--- config.mk ---
export PLATFORM = sky130hd
export DESIGN_NAME = if_fetch_queue
export DESIGN_NICKNAME = d
export VERILOG_FILES = /design/src/rtl/if_fetch_queue.sv
export SDC_FILE = /design/constraint.sdc
export NUM_CORES = 1
export LEC_CHECK = 0
export ABC_AREA = 1
export ABC_CLOCK_PERIOD_IN_PS = 11570
export BUFFER_PORTS_ARGS = -buffer_cell sky130_fd_sc_hd__buf_2
export CAP_MARGIN = 15
export CORE_MARGIN = 1.5
export CORE_UTILIZATION = 64
export CTS_CLUSTER_SIZE = 40
export DETAILED_ROUTE_END_ITERATION = 10
export GPL_TIMING_DRIVEN = 1
export PLACE_DENSITY = 0.85
export SLEW_MARGIN = 20
export SYNTH_ARGS = -nofsm -noshare
export SYNTH_HDL_FRONTEND = slang
export SYNTH_SLANG_ARGS = --single-unit
--- constraint.sdc ---
create_clock -name clock -period 11.57 [get_ports clock]
set_input_delay 0.5785 -clock clock [delete_from_list [all_inputs] [get_ports clock]]
set_output_delay 0.5785 -clock clock [all_outputs]
set_load 0.02 [all_outputs]
--- src/rtl/if_fetch_queue.sv ---
// if_fetch_queue
// ---------------------------------------------------------------------------
// Decoupled instruction-fetch front end. It issues sequential word-aligned
// PCs to instruction memory, tags each request with its PC, and buffers the
// in-order responses in a small FIFO so decode can stall without losing
// fetched words. A redirect flushes the FIFO, restarts fetch at the new PC,
// and arms a drop counter that swallows the responses still in flight.
//
// Handshakes: a transfer happens on a rising clock edge where both valid and
// ready are high. valid never waits on ready, and the payload is held stable
// while valid is high and ready is low. The imem response channel has no
// ready; credit accounting guarantees that every response has a free slot.
//
// Ports
//   clock, reset                 clock; synchronous active-high reset
//   imem_req_valid/ready/addr    fetch request to instruction memory
//   imem_resp_valid/data         in-order response words, latency >= 1
//   redirect_valid/pc            flush and restart fetch at redirect_pc
//   out_valid/ready/pc/instr     FIFO head toward the IF/ID register
// ---------------------------------------------------------------------------
module if_fetch_queue #(
  parameter int              XLEN     = 32,
  parameter int              DEPTH    = 4,
  parameter logic [XLEN-1:0] RESET_PC = '0
) (
  input  logic            clock,
  input  logic            reset,
  output logic            imem_req_valid,
  input  logic            imem_req_ready,
  output logic [XLEN-1:0] imem_req_addr,
  input  logic            imem_resp_valid,
  input  logic [XLEN-1:0] imem_resp_data,
  input  logic            redirect_valid,
  input  logic [XLEN-1:0] redirect_pc,
  output logic            out_valid,
  input  logic            out_ready,
  output logic [XLEN-1:0] out_pc,
  output logic [XLEN-1:0] out_instr
);

  localparam int PW = $clog2(DEPTH);
  localparam int CW = $clog2(DEPTH) + 1;
  localparam logic [CW-1:0] DEPTH_C = CW'(DEPTH);
  localparam logic [CW:0]   DEPTH_W = (CW+1)'(DEPTH);

  // Architectural state
  logic [XLEN-1:0] r_fetch_pc;
  logic [PW-1:0]   r_rd_ptr;
  logic [PW-1:0]   r_wr_ptr;
  logic [CW-1:0]   r_count;
  logic [CW-1:0]   r_outstanding;
  logic [CW-1:0]   r_drop_cnt;
  logic [PW-1:0]   r_tag_rd;
  logic [PW-1:0]   r_tag_wr;

  // Storage (no reset needed; validity is tracked by the counters)
  logic [XLEN-1:0] r_fifo_pc    [DEPTH];
  logic [XLEN-1:0] r_fifo_instr [DEPTH];
  logic [XLEN-1:0] r_tag        [DEPTH];

  logic [CW:0]     w_occupancy;
  logic            w_req_valid;
  logic            w_req_fire;
  logic            w_resp_drop;
  logic            w_push;
  logic            w_head_valid;
  logic            w_pop;
  logic [CW-1:0]   w_outstanding_nxt;
  logic [XLEN-1:0] w_tag_head;
  logic            w_unused_pc_low;

  // The low redirect bits are architecturally ignored.
  assign w_unused_pc_low = ^redirect_pc[1:0];

  // Credit check: FIFO entries plus in-flight requests never exceed DEPTH,
  // so every response lands in a free slot.
  assign w_occupancy = {1'b0, r_count} + {1'b0, r_outstanding};
  assign w_req_valid = ~reset & ~redirect_valid & (w_occupancy < DEPTH_W);
  assign w_req_fire  = w_req_valid & imem_req_ready;

  // Stale responses (from before a redirect) are swallowed; a response that
  // coincides with the redirect itself is always stale.
  assign w_resp_drop = (r_drop_cnt != '0) | redirect_valid;
  assign w_push      = imem_resp_valid & ~w_resp_drop;
  assign w_tag_head  = r_tag[r_tag_rd];

  assign w_head_valid = (r_count != '0);
  assign w_pop        = w_head_valid & out_ready;

  assign w_outstanding_nxt = r_outstanding + CW'(w_req_fire) - CW'(imem_resp_valid);

  assign imem_req_valid = w_req_valid;
  assign imem_req_addr  = reset ? RESET_PC : r_fetch_pc;
  assign out_valid      = ~reset & w_head_valid;
  assign out_pc         = out_valid ? r_fifo_pc[r_rd_ptr]    : '0;
  assign out_instr      = out_valid ? r_fifo_instr[r_rd_ptr] : '0;

  // Control state
  always_ff @(posedge clock) begin
    if (reset) begin
      r_fetch_pc    <= RESET_PC;
      r_rd_ptr      <= '0;
      r_wr_ptr      <= '0;
      r_count       <= '0;
      r_outstanding <= '0;
      r_drop_cnt    <= '0;
      r_tag_rd      <= '0;
      r_tag_wr      <= '0;
    end else begin
      r_outstanding <= w_outstanding_nxt;
      // The tag queue survives redirects so stale responses keep popping
      // tags in request order.
      if (w_req_fire)      r_tag_wr <= r_tag_wr + PW'(1);
      if (imem_resp_valid) r_tag_rd <= r_tag_rd + PW'(1);

      if (redirect_valid) begin
        r_fetch_pc <= {redirect_pc[XLEN-1:2], 2'b00};
        r_rd_ptr   <= '0;
        r_wr_ptr   <= '0;
        r_count    <= '0;
        r_drop_cnt <= w_outstanding_nxt;
      end else begin
        if (w_req_fire) r_fetch_pc <= r_fetch_pc + XLEN'(4);
        if (w_push)     r_wr_ptr   <= r_wr_ptr + PW'(1);
        if (w_pop)      r_rd_ptr   <= r_rd_ptr + PW'(1);
        case ({w_push, w_pop})
          2'b10:   r_count <= r_count + CW'(1);
          2'b01:   r_count <= r_count - CW'(1);
          default: r_count <= r_count;
        endcase
        if (imem_resp_valid && (r_drop_cnt != '0)) r_drop_cnt <= r_drop_cnt - CW'(1);
      end
    end
  end

  // Tag and FIFO storage writes
  always_ff @(posedge clock) begin
    if (!reset) begin
      if (w_req_fire) r_tag[r_tag_wr] <= r_fetch_pc;
      if (w_push) begin
        r_fifo_pc[r_wr_ptr]    <= w_tag_head;
        r_fifo_instr[r_wr_ptr] <= imem_resp_data;
      end
    end
  end

`ifndef SYNTHESIS
  a_no_push_when_full: assert property (@(posedge clock) disable iff (reset)
    !(w_push && (r_count == DEPTH_C)));
  a_resp_has_tag: assert property (@(posedge clock) disable iff (reset)
    !(imem_resp_valid && (r_outstanding == '0)));
`endif

endmodule

Yosys cells after proc, flatten, opt, wreduce, memory -nomap -nowiden --
Memory sizes are Yosys's and may differ from the RTL's. A register that Yosys moved wholly into a read port is not among the register bits. Cells that the tools add are included.
Storage, ports and cells: register bits after elaboration 49, bits in writable memories 384, logic and storage cells 63, memories 3
Memories:
- r_fifo_instr | words 4, width 32, rd ports 1, clocked after memory_dff 1, write ports 1, RTL line 58 | logic [XLEN-1:0] r_fifo_instr [DEPTH];
- r_fifo_pc | words 4, width 32, rd ports 1, clocked after memory_dff 1, write ports 1, RTL line 57 | logic [XLEN-1:0] r_fifo_pc [DEPTH];
- r_tag | words 4, width 32, rd ports 1, clocked after memory_dff 1, write ports 1, RTL line 59 | logic [XLEN-1:0] r_tag [DEPTH];
Cells by class: add/subtract/negate cells 11, order comparisons 1, equal/unequal tests 2, muxes and demuxes 20, bitwise gates (word level) 10, reduce and logical (&&, ||, !) cells 7
Operator list (number):
- $mux W32 | 5
- $add A32 B3 Y32 const B | 1
- $mux W2 | 6
- $add A2 B1 Y2 const B | 4
- $and A1 B1 Y1 | 6
- $mux W1 | 6
- $mux W3 | 2
- $pmux W3 S2 | 1
- $reduce_bool A2 Y1 | 3
- $reduce_bool A3 Y1 | 2
- $sub A3 B1 Y3 const B | 2
- $add A3 B3 Y4 | 1
- $lt A4 B3 Y1 const B | 1
- $add A3 B1 Y3 | 1
- $add A3 B1 Y3 const B | 1
- $not A1 Y1 | 3
- $sub A3 B1 Y3 | 1
- $eq A2 B1 Y1 const B | 1
- $eq A2 B2 Y1 const B | 1
- $reduce_or A2 Y1 | 1
- $logic_and A1 B1 Y1 | 1
- $or A1 B1 Y1 | 1

Logic depth before layout (Yosys ltp) --
depth in word-level cells 7, depth in mapped cells 16, gate-level depth less buffers 15

Least setup slack after synthesis --
No wires, ideal clock.
path kind input-to-reg, from input port redirect_valid, to memory r_fifo_instr[0][0] (enable), setup time 482 ps, data arrival time 3592 ps, data required time 11088 ps, path slack 7495 ps, cell stages on the path 4, path through buf_6 > nor2_4 > nand2_1 > nor2_1
On the way: cells in the longest elaborated chain, start to end 6
RTL lines:
- start: declaration | RTL line 33 | input logic redirect_valid,
- $or A1 B1 Y1 | RTL line 83 | assign w_resp_drop = (r_drop_cnt != '0) | redirect_valid;
- $not A1 Y1 | RTL line 84 | assign w_push = imem_resp_valid & ~w_resp_drop;
- $and A1 B1 Y1 | RTL line 84
- $mux W1 | RTL line 140 | if (w_push) begin
- $mux W1 | RTL line 138 | if (!reset) begin
- $mux W1 (implied by the code) | RTL line 142 | r_fifo_instr[r_wr_ptr] <= imem_resp_data;
- end: declaration | RTL line 58
Every way passes these cells.

==> metrics.txt <==
chip height 167.5 um; Starting Density 64.84%; Cell Area, Placed 18370 um2; Hold Path Class primary input to flop; mapped cell area 17330 um2; Psw 0.0007049 W; sw frac 22.19%; Synth Warn # 0; IO Pins 168; skew final 20.03 ps; Synth Instances 1583; CTS tree done; fill count 1684; CTS resizes 0; Synth Register Bits 419; WS Path Type flop to primary output; final instance area 19630 um2; Crit Path Max Fanout 90; Hold Fails Final Rpt 0; CTS Hold Buffers Added 0; Area growth syn-to-layout 13.29%; cell internal pwr 0.002472 W; Leak 7.293 nW; Crit path arrival time 2910 ps; DRT iter0 DRCs 1294; layout cells sized above 1 14.47%; Critical Path Sink Type primary output; reg2reg setup slack 8580 ps; Seq. cell area 12080 um2; gr ovfl total 0; Die ar. 28070 um2; DPL Wire Length 20910 um; Reg power frac 54.2%; synth top area cells edfxtp_1 (64%), nor2_1 (8.6%), o21ai_0 (6.1%); Yosys top cell by area edfxtp_1; vias in the first global route 11590; post-layout net count 1806; fmax 286.5 MHz; min cycle time layout 3490 ps; Core Area 26730 um2; worst-margin pin slew 1112 ps; unrepaired setup endpoints after global routing false; fin crit share 30.17%; initial antenna violation count 0; multi-input logic area 4564 um2; Final setup viols 0; commonest register cell after synthesis edfxtp_1; vias 12080; Final Wtd Congestion 0.8905; root buffer cell clkbuf_16; DR vias/cell 5.780; Max Cap Viol 0; Hold WS 260.0 ps; row cnt 60; clock insertion delay at the later pin of the skew report 530 ps; number of flops mapped to enable cells by yosys 368; Pre-antenna DRT Iters 6; Overall Global Routing Usage 26.38%; fin. max-slew vios 0; headroom to the max-slew limit 25.60%; H-tree levels 2; Worst EP required 10990 ps; total setup buffers inserted after CTS 0; peak supply drop 129.1 uV; Max Root-Sink Buffers 3; routed len/inst 17.82 um; PortBufs 161; outcome completed; CP startpoint kind flop; Clk pin slew, worst setup/hold paths 60 ps; P per Cell Area 161.8 nW/um2; top cells by count, synth nor2_1 (396), edfxtp_1 (368), o21ai_0 (211), nand2_1 (144), inv_1 (101); Synth async-reset ratio 0%; Antenna Cells 0; first-pass GRT wire length 58460 um; Post-Route WL 37220 um; post-route setup TNS 0 ps; sequential fraction of the synthesis area 69.67%; syn_area_per_cell 10.95 um2; Netlist cell types 33; most repeated cell in the gate-level netlist after synthesis nor2_1; DRC Markers 0; Comb pwr share 6.6%; largest net degree at the start of global routing 125; Clock power frac 39.3%; die width 167.5 um; Synth top area share 63.77%; Sink Count 419; Routed Antenna Nets 0; CTS Buf Count 41
-- logic make-up after synthesis --
group | share of synthesized area [%]
xor+xnor | 0.5054
fa+ha+maj | 1.386
other cells | 0.02164
flops | 69.67
buf+inv | 4.361
compound gates | 10.54
simple gates | 13.52
-- state kept, by name, summed over array words and instances, names as in the netlist, named ones only --
register / flops
r_rd_ptr: 2
r_count: 3
r_wr_ptr: 2
r_tag_wr: 2
r_fifo_pc: 120
r_tag: 120
r_fifo_instr: 128
r_outstanding: 3
r_drop_cnt: 3
r_tag_rd: 2
r_fetch_pc: 30
-- layer usage --
metal  routed length (um)  vias to the layer above  GRT usage (%)
met5                    0                        -              0
met4                  872                        0          8.852
met3                 3222                       58          4.089
met2                18050                      590          43.77
met1                15080                     5716          36.10
li1                     -                     5711              -
-- final timing paths --
kind	start	end	cells past startpoint
worst min-delay path	imem_resp_data[18]	r_fifo_instr[0][18]$_DFFE_PP_	1
worst max-delay path	flop	out_pc[23]	6
worst min register to register	r_rd_ptr[1]$_SDFFE_PP0P_	flop	2
worst max register to register	r_outstanding[1]$_SDFF_PP0_	r_drop_cnt[2]$_SDFFE_PP0P_	15
-- metrics by stage --
step	power [W]	instances	setup WS (ps)	utilization (%)
finish	0.003177	2089	8080	73.46
global route	0.003276	2089	7956	73.46
CTS	0.003186	2089	8150	73.46
detailed placement	0.001956	2016	8124	68.72
global placement	0.001943	2016	8193	68.72
floorplan	0.001884	1586	7495	-
-- final cells by class --
class | instances | share of cell area, %
flip-flops and latches | 419 | 61.52
well taps | 341 | 2.173
multi-input cells | 978 | 23.25
clock buffers | 52 | 5.596
inverters | 103 | 1.969
repair buffers | 175 | 4.640
clock inverters | 21 | 0.8540
-- power groups by stage --
stage / Combinational (W) / Clock (W) / Sequential, W
CTS: 0.000208 / 0.00126 / 0.00172
detailed placement: 0.000205 / 0 / 0.00175
global placement: 0.000194 / 0 / 0.00175
floorplan: 0.000142 / 0 / 0.00174
finish: 0.000209 / 0.00125 / 0.00172
global route: 0.000234 / 0.00132 / 0.00172
-- cell usage in the layout (no fill, tap or decap), types with 2 or more instances in the layout --
master	n
nand2_2	2
o21a_1	2
nor2_1	388
clkinv_2	8
clkbuf_16	42
clkinv_1	7
nand2_1	143
fa_1	2
a21oi_1	94
conb_1	4
nor2_2	4
nand3_1	43
ha_1	16
edfxtp_1	368
inv_2	3
xor2_1	10
o21ai_0	211
a31oi_1	6
o22ai_1	31
nand4_1	2
buf_4	14
clkbuf_1	9
buf_2	161
bufinv_16	2
inv_1	100
dfxtp_1	49
o211ai_1	5
nor2_4	8
-- critical path, stage by stage (launching register included) --
cell and delay, ps:
dfxtp_4 600, buf_4 810, nor2_1 140, nor2_1 150, o21ai_0 100, a21oi_1 280, buf_2 220
(Power assumes the default switching activity.)
